===== src/rtl/conv_encoder_punct.sv =====
`timescale 1ns/1ps
// Rate-1/2 feed-forward convolutional encoder with 1/2, 2/3, 3/4 puncturing, optional zero tail, serial coded-bit output.
// Latency: first coded bit is valid the cycle after an input bit is accepted; one info bit per (kept bits + 1) cycles.
// Backpressure: in_ready only while IDLE; out_ready low freezes all state, so no coded bit is lost or repeated.
module conv_encoder_punct #(
    parameter int             K         = 3,
    parameter logic [K-1:0]   G0        = 3'b111,
    parameter logic [K-1:0]   G1        = 3'b101,
    parameter bit             TERMINATE = 1'b1
) (
    input  logic       clk,
    input  logic       reset,
    input  logic [1:0] rate,
    input  logic       in_valid,
    output logic       in_ready,
    input  logic       in_data,
    input  logic       in_last,
    output logic       out_valid,
    input  logic       out_ready,
    output logic       out_bit,
    output logic       out_last,
    output logic       busy
);

    localparam int SW  = K - 1;
    localparam int TCW = $clog2(K);

    localparam logic [1:0] RATE_12 = 2'b00;
    localparam logic [1:0] RATE_23 = 2'b01;
    localparam logic [1:0] RATE_34 = 2'b10;

    typedef enum logic [2:0] {
        IDLE  = 3'd0,
        EMIT0 = 3'd1,
        EMIT1 = 3'd2,
        TAIL0 = 3'd3,
        TAIL1 = 3'd4
    } state_t;

    state_t         state;
    state_t         state_nxt;

    // sreg[SW-1] is the most recent information bit (s[0]), sreg[0] the oldest.
    logic [SW-1:0]  sreg;
    logic [1:0]     phase;
    logic [1:0]     rate_q;
    logic [TCW-1:0] tail_cnt;
    logic           c0_q;
    logic           c1_q;
    logic           keep1_q;
    logic           last_q;
    logic           busy_q;

    // FSM-generated strobes consumed by the datapath register block
    logic           accept;
    logic           bit_done;
    logic           tail_load;
    logic           tail_step;
    logic           frame_end;

    // Encoder-side combinational values
    logic           first_bit;
    logic [1:0]     rate_in_eff;
    logic [1:0]     rate_eff;
    logic [1:0]     phase_eff;
    logic           keep0_in;
    logic           keep1_in;
    logic           enc_c0;
    logic           enc_c1;
    logic           tail_c0;
    logic           tail_c1;
    logic [1:0]     phase_nxt;

    // Parity of the generator taps over {current input, shift register}
    function automatic logic parity(input logic [K-1:0] g, input logic b, input logic [SW-1:0] s);
        return ^(g & {b, s});
    endfunction

    // A frame starts on the first accepted bit while no frame is open; the
    // reserved rate code falls back to 1/2, and the frame uses the rate/phase
    // seen at its start rather than whatever rate shows later.
    always_comb begin
        first_bit   = !busy_q;
        rate_in_eff = (rate == 2'b11) ? RATE_12 : rate;
        rate_eff    = first_bit ? rate_in_eff : rate_q;
        phase_eff   = first_bit ? 2'd0 : phase;

        // Only phase 2 of rate 3/4 drops c0; c1 survives at phase 0 of every
        // rate, always at 1/2, and at phase 2 of 3/4. No phase drops both.
        keep0_in = !((rate_eff == RATE_34) && (phase_eff == 2'd2));
        keep1_in = (rate_eff == RATE_12) || (phase_eff == 2'd0) ||
                   ((rate_eff == RATE_34) && (phase_eff == 2'd2));

        enc_c0  = parity(G0, in_data, sreg);
        enc_c1  = parity(G1, in_data, sreg);
        tail_c0 = parity(G0, 1'b0, sreg);
        tail_c1 = parity(G1, 1'b0, sreg);
    end

    // Phase wraps with the puncture period of the rate latched for the frame
    always_comb begin
        phase_nxt = 2'd0;
        case (rate_q)
            RATE_23: phase_nxt = (phase == 2'd1) ? 2'd0 : phase + 2'd1;
            RATE_34: phase_nxt = (phase == 2'd2) ? 2'd0 : phase + 2'd1;
            default: phase_nxt = 2'd0;
        endcase
    end

    // FSM state register
    always_ff @(posedge clk or posedge reset) begin
        if (reset) begin
            state <= IDLE;
        end else begin
            state <= state_nxt;
        end
    end

    // FSM next state, handshake outputs and datapath strobes
    always_comb begin
        state_nxt = state;
        in_ready  = 1'b0;
        out_valid = 1'b0;
        out_bit   = 1'b0;
        out_last  = 1'b0;
        accept    = 1'b0;
        bit_done  = 1'b0;
        tail_load = 1'b0;
        tail_step = 1'b0;
        frame_end = 1'b0;

        case (state)
            IDLE: begin
                // Gated by reset so the source sees not-ready while reset is held
                in_ready = !reset;
                if (in_valid && !reset) begin
                    accept    = 1'b1;
                    state_nxt = keep0_in ? EMIT0 : EMIT1;
                end
            end

            EMIT0: begin
                out_valid = 1'b1;
                out_bit   = c0_q;
                out_last  = last_q && !keep1_q && !TERMINATE;
                if (out_ready) begin
                    if (keep1_q) begin
                        state_nxt = EMIT1;
                    end else begin
                        bit_done = 1'b1;
                    end
                end
            end

            EMIT1: begin
                out_valid = 1'b1;
                out_bit   = c1_q;
                out_last  = last_q && !TERMINATE;
                if (out_ready) begin
                    bit_done = 1'b1;
                end
            end

            TAIL0: begin
                out_valid = 1'b1;
                out_bit   = tail_c0;
                if (out_ready) begin
                    state_nxt = TAIL1;
                end
            end

            TAIL1: begin
                out_valid = 1'b1;
                out_bit   = tail_c1;
                out_last  = (tail_cnt == TCW'(1));
                if (out_ready) begin
                    tail_step = 1'b1;
                    if (tail_cnt == TCW'(1)) begin
                        frame_end = 1'b1;
                        state_nxt = IDLE;
                    end else begin
                        state_nxt = TAIL0;
                    end
                end
            end

            default: begin
                state_nxt = IDLE;
            end
        endcase

        // Last kept bit of an information bit: wait for the next one, start the
        // tail, or close the frame straight away when termination is off.
        if (bit_done) begin
            if (!last_q) begin
                state_nxt = IDLE;
            end else if (TERMINATE) begin
                state_nxt = TAIL0;
                tail_load = 1'b1;
            end else begin
                state_nxt = IDLE;
                frame_end = 1'b1;
            end
        end
    end

    // Encoder datapath: coded-bit latches, shift register, phase, tail count, frame tracking
    always_ff @(posedge clk or posedge reset) begin
        if (reset) begin
            sreg     <= '0;
            phase    <= 2'd0;
            rate_q   <= RATE_12;
            tail_cnt <= '0;
            c0_q     <= 1'b0;
            c1_q     <= 1'b0;
            keep1_q  <= 1'b0;
            last_q   <= 1'b0;
            busy_q   <= 1'b0;
        end else begin
            if (accept) begin
                c0_q    <= enc_c0;
                c1_q    <= enc_c1;
                keep1_q <= keep1_in;
                last_q  <= in_last;
                sreg    <= {in_data, sreg[SW-1:1]};
                phase   <= phase_eff;
                busy_q  <= 1'b1;
                if (first_bit) begin
                    rate_q <= rate_in_eff;
                end
            end
            if (bit_done) begin
                phase <= phase_nxt;
            end
            if (tail_load) begin
                tail_cnt <= TCW'(K - 1);
            end
            if (tail_step) begin
                sreg     <= {1'b0, sreg[SW-1:1]};
                tail_cnt <= tail_cnt - TCW'(1);
            end
            // Frame close wins over the final tail shift: next frame starts from zero state
            if (frame_end) begin
                sreg   <= '0;
                phase  <= 2'd0;
                busy_q <= 1'b0;
            end
        end
    end

    assign busy = busy_q;

endmodule


===== config.mk =====
export PLATFORM = sky130hd
export DESIGN_NAME = conv_encoder_punct
export DESIGN_NICKNAME = d
export VERILOG_FILES = /design/src/rtl/conv_encoder_punct.sv
export SDC_FILE = /design/constraint.sdc
export NUM_CORES = 1
export LEC_CHECK = 0
export BUFFER_PORTS_ARGS = -buffer_cell sky130_fd_sc_hd__clkbuf_2
export CORE_MARGIN = 2
export CORE_UTILIZATION = 39
export DETAILED_ROUTE_END_ITERATION = 8
export HOLD_SLACK_MARGIN = 0.08
export PLACE_DENSITY = 0.61
export SETUP_SLACK_MARGIN = 0.05
export SLEW_MARGIN = 20
export SYNTH_ARGS = -nofsm -noshare
export SYNTH_HDL_FRONTEND = slang
export SYNTH_SLANG_ARGS = --single-unit

===== constraint.sdc =====
create_clock -name clk -period 2.11 [get_ports clk]
set_clock_uncertainty 0.05 [all_clocks]
set_input_delay 0.1055 -clock clk [delete_from_list [all_inputs] [get_ports clk]]
set_output_delay 0.1055 -clock clk [all_outputs]
set_load 0.02 [all_outputs]

; ---- Word-level counts from Yosys, hierarchy flattened
; Index checks and enable logic that the tools add are counted.
; W data, S select, Z words.
[word_totals]
register_bits = 16
input_bits = 8
[classes]
addsub = 2
n_eq_ne = 18
muxes = 42
n_reduce_logical = 18
[op_table]
columns = operator, n
row1 = $mux W2, 16
row2 = $mux W3, 6
row3 = $mux W1, 16
row4 = $ne A3 B3 Y1 const B, 5
row5 = $pmux W3 S5, 1
row6 = $reduce_xor A3 Y1, 4
row7 = $eq A2 B2 Y1 const B, 5
row8 = $eq A2 B1 Y1 const B, 3
row9 = $eq A3 B2 Y1 const B, 2
row10 = $reduce_and A6 Y1, 1
row11 = $reduce_bool A3 Y1, 2
row12 = $logic_not A2 Y1, 2
row13 = $pmux W1 S4, 1
row14 = $pmux W2 S2, 1
row15 = $reduce_bool A2 Y1, 2
row16 = $reduce_or A4 Y1, 1
row17 = $eq A3 B1 Y1 const B, 1
row18 = $eq A3 B3 Y1 const B, 1
row19 = $logic_not A3 Y1, 1
row20 = $add A2 B1 Y2 const B, 1
row21 = $logic_and A1 B1 Y1, 2
row22 = $logic_or A1 B1 Y1, 2
row23 = $ne A2 B2 Y1 const B, 1
row24 = $pmux W1 S2, 1
row25 = 2 further kinds, 2

; ---- Depth between registers and ports, before layout
[logic_depth]
word_depth = 9
ltp_mapped = 6

; ---- Least setup slack after synthesis
; OpenSTA, ideal clock, no wires.
[synth_path]
path_kind = register -> register
startpoint = register state[0]
endpoint = register rate_q[0]
setup_time_ps = 137
t_arrival_ps = 1498
slack_ps = 426
stages_incl_launch_ff = 7
path_cell_list = dfrtp_1 > buf_6 > nor4_4 > nand2_2 > buf_2 > o21ai_0 > o41ai_1
[synth_via]
elab_chain_cells = 2
[synth_lines]
columns = item, line_no
row1 = start: declaration, 40  ; state_t state;
row2 = start signal: assignment, 115  ; state <= state_nxt;
row3 = $logic_not A3 Y1, 132  ; case (state)
row4 = $mux W1, 132
row5 = end signal: assignment, 229  ; rate_q <= rate_in_eff;
row6 = end: declaration, 46  ; logic [1:0] rate_q;
; No other way between the ends.
; A chain may end at the register's enable or synchronous reset.

; ---- Worst setup path in the final report
[layout_path]
startpoint = register state[1]
endpoint = register sreg[1]
[layout_via]
elab_chain_cells = 4
[layout_lines]
columns = item, line_no
row1 = $eq A3 B3 Y1, 132
row2 = $mux W1, 132
row3 = $mux W2, 238  ; if (tail_step) begin
row4 = $mux W2, 243  ; if (frame_end) begin
row5 = end signal: assignment, 225  ; sreg <= {in_data, sreg[SW-1:1]};
row6 = end signal: assignment, 239  ; sreg <= {1'b0, sreg[SW-1:1]};
row7 = end: declaration, 44  ; logic [SW-1:0] sreg;
; Several ways; a longest one is shown, not always the timed one.

==> impl_metrics.toml <==
[routing]
wl_mm = 2.410
remaining_drc_errors = 0
final_antenna_net_count = 0
via_count = 918
first_pass_iters = 4
drt_iter0_markers = 14
via_per_inst = 5.564
wl_per_cell_um = 14.61

[sta]
slew_headroom_pct = 58.19
min_period_ps = 1888
final_hold_viol_count = 0
worst_pin_slew_ps = 626.5
setup_tns_ps = 0
timing.fmax_mhz = 529.7
drv_slew = 0
finalCritPeriodShare_pct = 89.47
setup_viol = 0
rsz0062_at_grt = "no"

[cts]
insertion_delay_ps = 290
path_clk_slew_ps = 100
cts_buffer_depth = 2
post_cts_buffers = 0
cts.sinks = 16
clk_root_buffer_cell = "clkbuf_4"
cts_tree = "built"
ctsHtreeMaxLevel = 1
cts_buffers = 3

[logic_synthesis]
synthCells = 117
synth_area_um2 = 1091
synth.distinct_cells = 49
synth_nets = 128
synthAdderAreaFrac_pct = 3.440
avgSynthCellArea_um2 = 9.325
yosysSeqAreaShare_pct = 36.70
synth-seq-cells = 16
synth_edf_count = 0
synth_compound_area_share_pct = 24.20
synthSimpleGateAreaFrac_pct = 23.17
yosys-mux-area-fraction_pct = 1.032
async_flop_share_pct = 100.0
yosysWarnings = 0
synth_top_flop_cell = "dfrtp_1"
synth_xor_area_share_pct = 3.211
synth_top_family_by_area = "compound AO/OA/AOI/OAI gates"

[floorplan]
core-area_um2 = 2710
dieArea_um2 = 3236
num_rows = 19
ioPinCount = 13
dieWidth_um = 56.89
fp.dieH_um = 56.89
start_util_pct = 40.26

[setup_path]
end_kind = "register"
required_ps = 2270
critPathArrivalTime_ps = 2040
slowest_stage = "dfrtp_1"
crit_chain = "nor4_4 -> nand3_1 -> dlygate4sd3_1 -> a21oi_1"
slowest_delay_ps = 570
cp-start-kind = "register"
critPathKind = "reg -> reg"
path_max_fanout = 16

[placed_design]
dpl-instance-area_um2 = 1149
io_buffer_count = 12
dp_hpwl_mm = 1.700
globalplace.congestion = 0.8246

[layout]
layout_commonest_cell = "dfrtp_1"
syn_to_final_growth_pct = 14.22
design_area_um2 = 1246
nNetsFinal = 146
antennaDiodeCount = 0
mostFrequentLayoutCells = "dfrtp_1, clkbuf_2, o21ai_0, inv_1, nand2_1"
drive_above_1_share_pct = 22.39

[global_route]
antenna_found_initial = 0
grt_max_degree = 20
grt_pass1_wl_mm = 4.250
overflow = 0
gr-usage-all-layers_pct = 16.85
grt_pass1_vias = 895

[hold_path]
min_path_type = "in -> reg"

[power]
power.static_leakage_nw = 0.5315
peakVddDrop_mv = 0.7096
power.density_nw_per_um2 = 1268

[outcome]
status = "complete, no violations"

[job]
maxCapViolCount = 0
[cells in the mapped netlist (all sizes together), types with 2 or more instances]
cell type	number	area, µm²
xnor2	3	26.28
nand2	10	40.04
nor3b	3	22.52
nor2	5	18.77
a21oi	8	40.04
ha	3	37.54
inv	9	33.78
dfrtp	16	400.4
o21ai	10	50.05
nand3	4	20.02
buf	6	52.54
nand3b	2	15.01
nor4b	2	23.77
o41ai	2	17.52
a22o	2	17.52
nand2b	2	12.51
a22oi	2	15.01
[per-layer routing]
| metal | wire length, µm | track usage (%) | share of wire, % |
|---|---|---|---|
| met2 | 1233 | 29.23 | 51 |
| met5 | 0 | 0 | 0 |
| met1 | 1115 | 22.21 | 46 |
| met3 | 37 | 1.382 | 1.5 |
| met4 | 23 | 4.983 | 0.95 |
[kinds of logic (layout without fill, tap and decap cells)]
family,Yosys count,in the layout
fa+ha+maj,3,3
mux,1,1
xor+xnor,4,4
buf+inv,16,33
flops,16,16
simple gates,39,39
compound gates,38,38
[flip-flops by register name (all words and copies together) (netlist names)]
| signal | count |
|---|---|
| state | 3 |
| phase | 2 |
| rate_q | 2 |
| sreg | 2 |
| tail_cnt | 2 |
| busy | 1 |
| c0_q | 1 |
| c1_q | 1 |
| keep1_q | 1 |
| last_q | 1 |
[repair_timing]
| action | in CTS | in global routing |
|---|---|---|
| resized for setup | 0 | 1 |
| hold buffers | 6 | 0 |
| endpoints found under the setup margin | 0 | 1 |
| endpoints found under the hold margin | 20 | 0 |
[layout make-up]
class	instances	area [µm²]
fill	279	1464
multi-input combinational	85	600.6
sequential	16	401.6
timing repair buffer	20	135.1
tap	31	38.79
clock buffer	4	36.28
inverter	9	33.78
[worst paths after layout]
| path | cells past startpoint | to | from | slack [ps] |
|---|---|---|---|---|
| worst max-delay path | 4 | sreg[1] | state[1] | 220 |
| worst min-delay path | 2 | tail_cnt[0] | out_ready | 120 |
| worst max register to register | 4 | sreg[1] | state[1] | 220 |
| worst min register to register | 2 | c0_q | c0_q | 440 |
| max in group asynchronous | 3 | state[2] | reset | 1130 |
| min in group asynchronous | 3 | tail_cnt[1] | reset | 450 |
[stage by stage]
step	util (%)	std cells	setup slack [ps]	power [mW]	hold WS, ps
after global placement	42.38	155	361.3	1.349	206.4
final	45.98	165	222.3	1.581	122.3
after CTS	45.94	165	178.1	1.595	118.7
after global routing	45.98	165	112.2	1.728	156.0
after detailed placement	42.38	155	320.3	1.376	212.9
after floorplan	-	117	425.6	1.212	-30.76
[where the power goes]
group	internal, mW	switching (mW)
Sequential	0.426	0.212
Combinational	0.368	0.371
Clock	0.105	0.0997
Total	0.898	0.683
[worst max-delay path: cells and delay by family, from the launching register on]
family / cells / cell delay (ps)
compound gates: 1 / 130
buf+inv: 1 / 560
flops: 1 / 570
simple gates: 2 / 490
(Power assumes the default switching activity.)
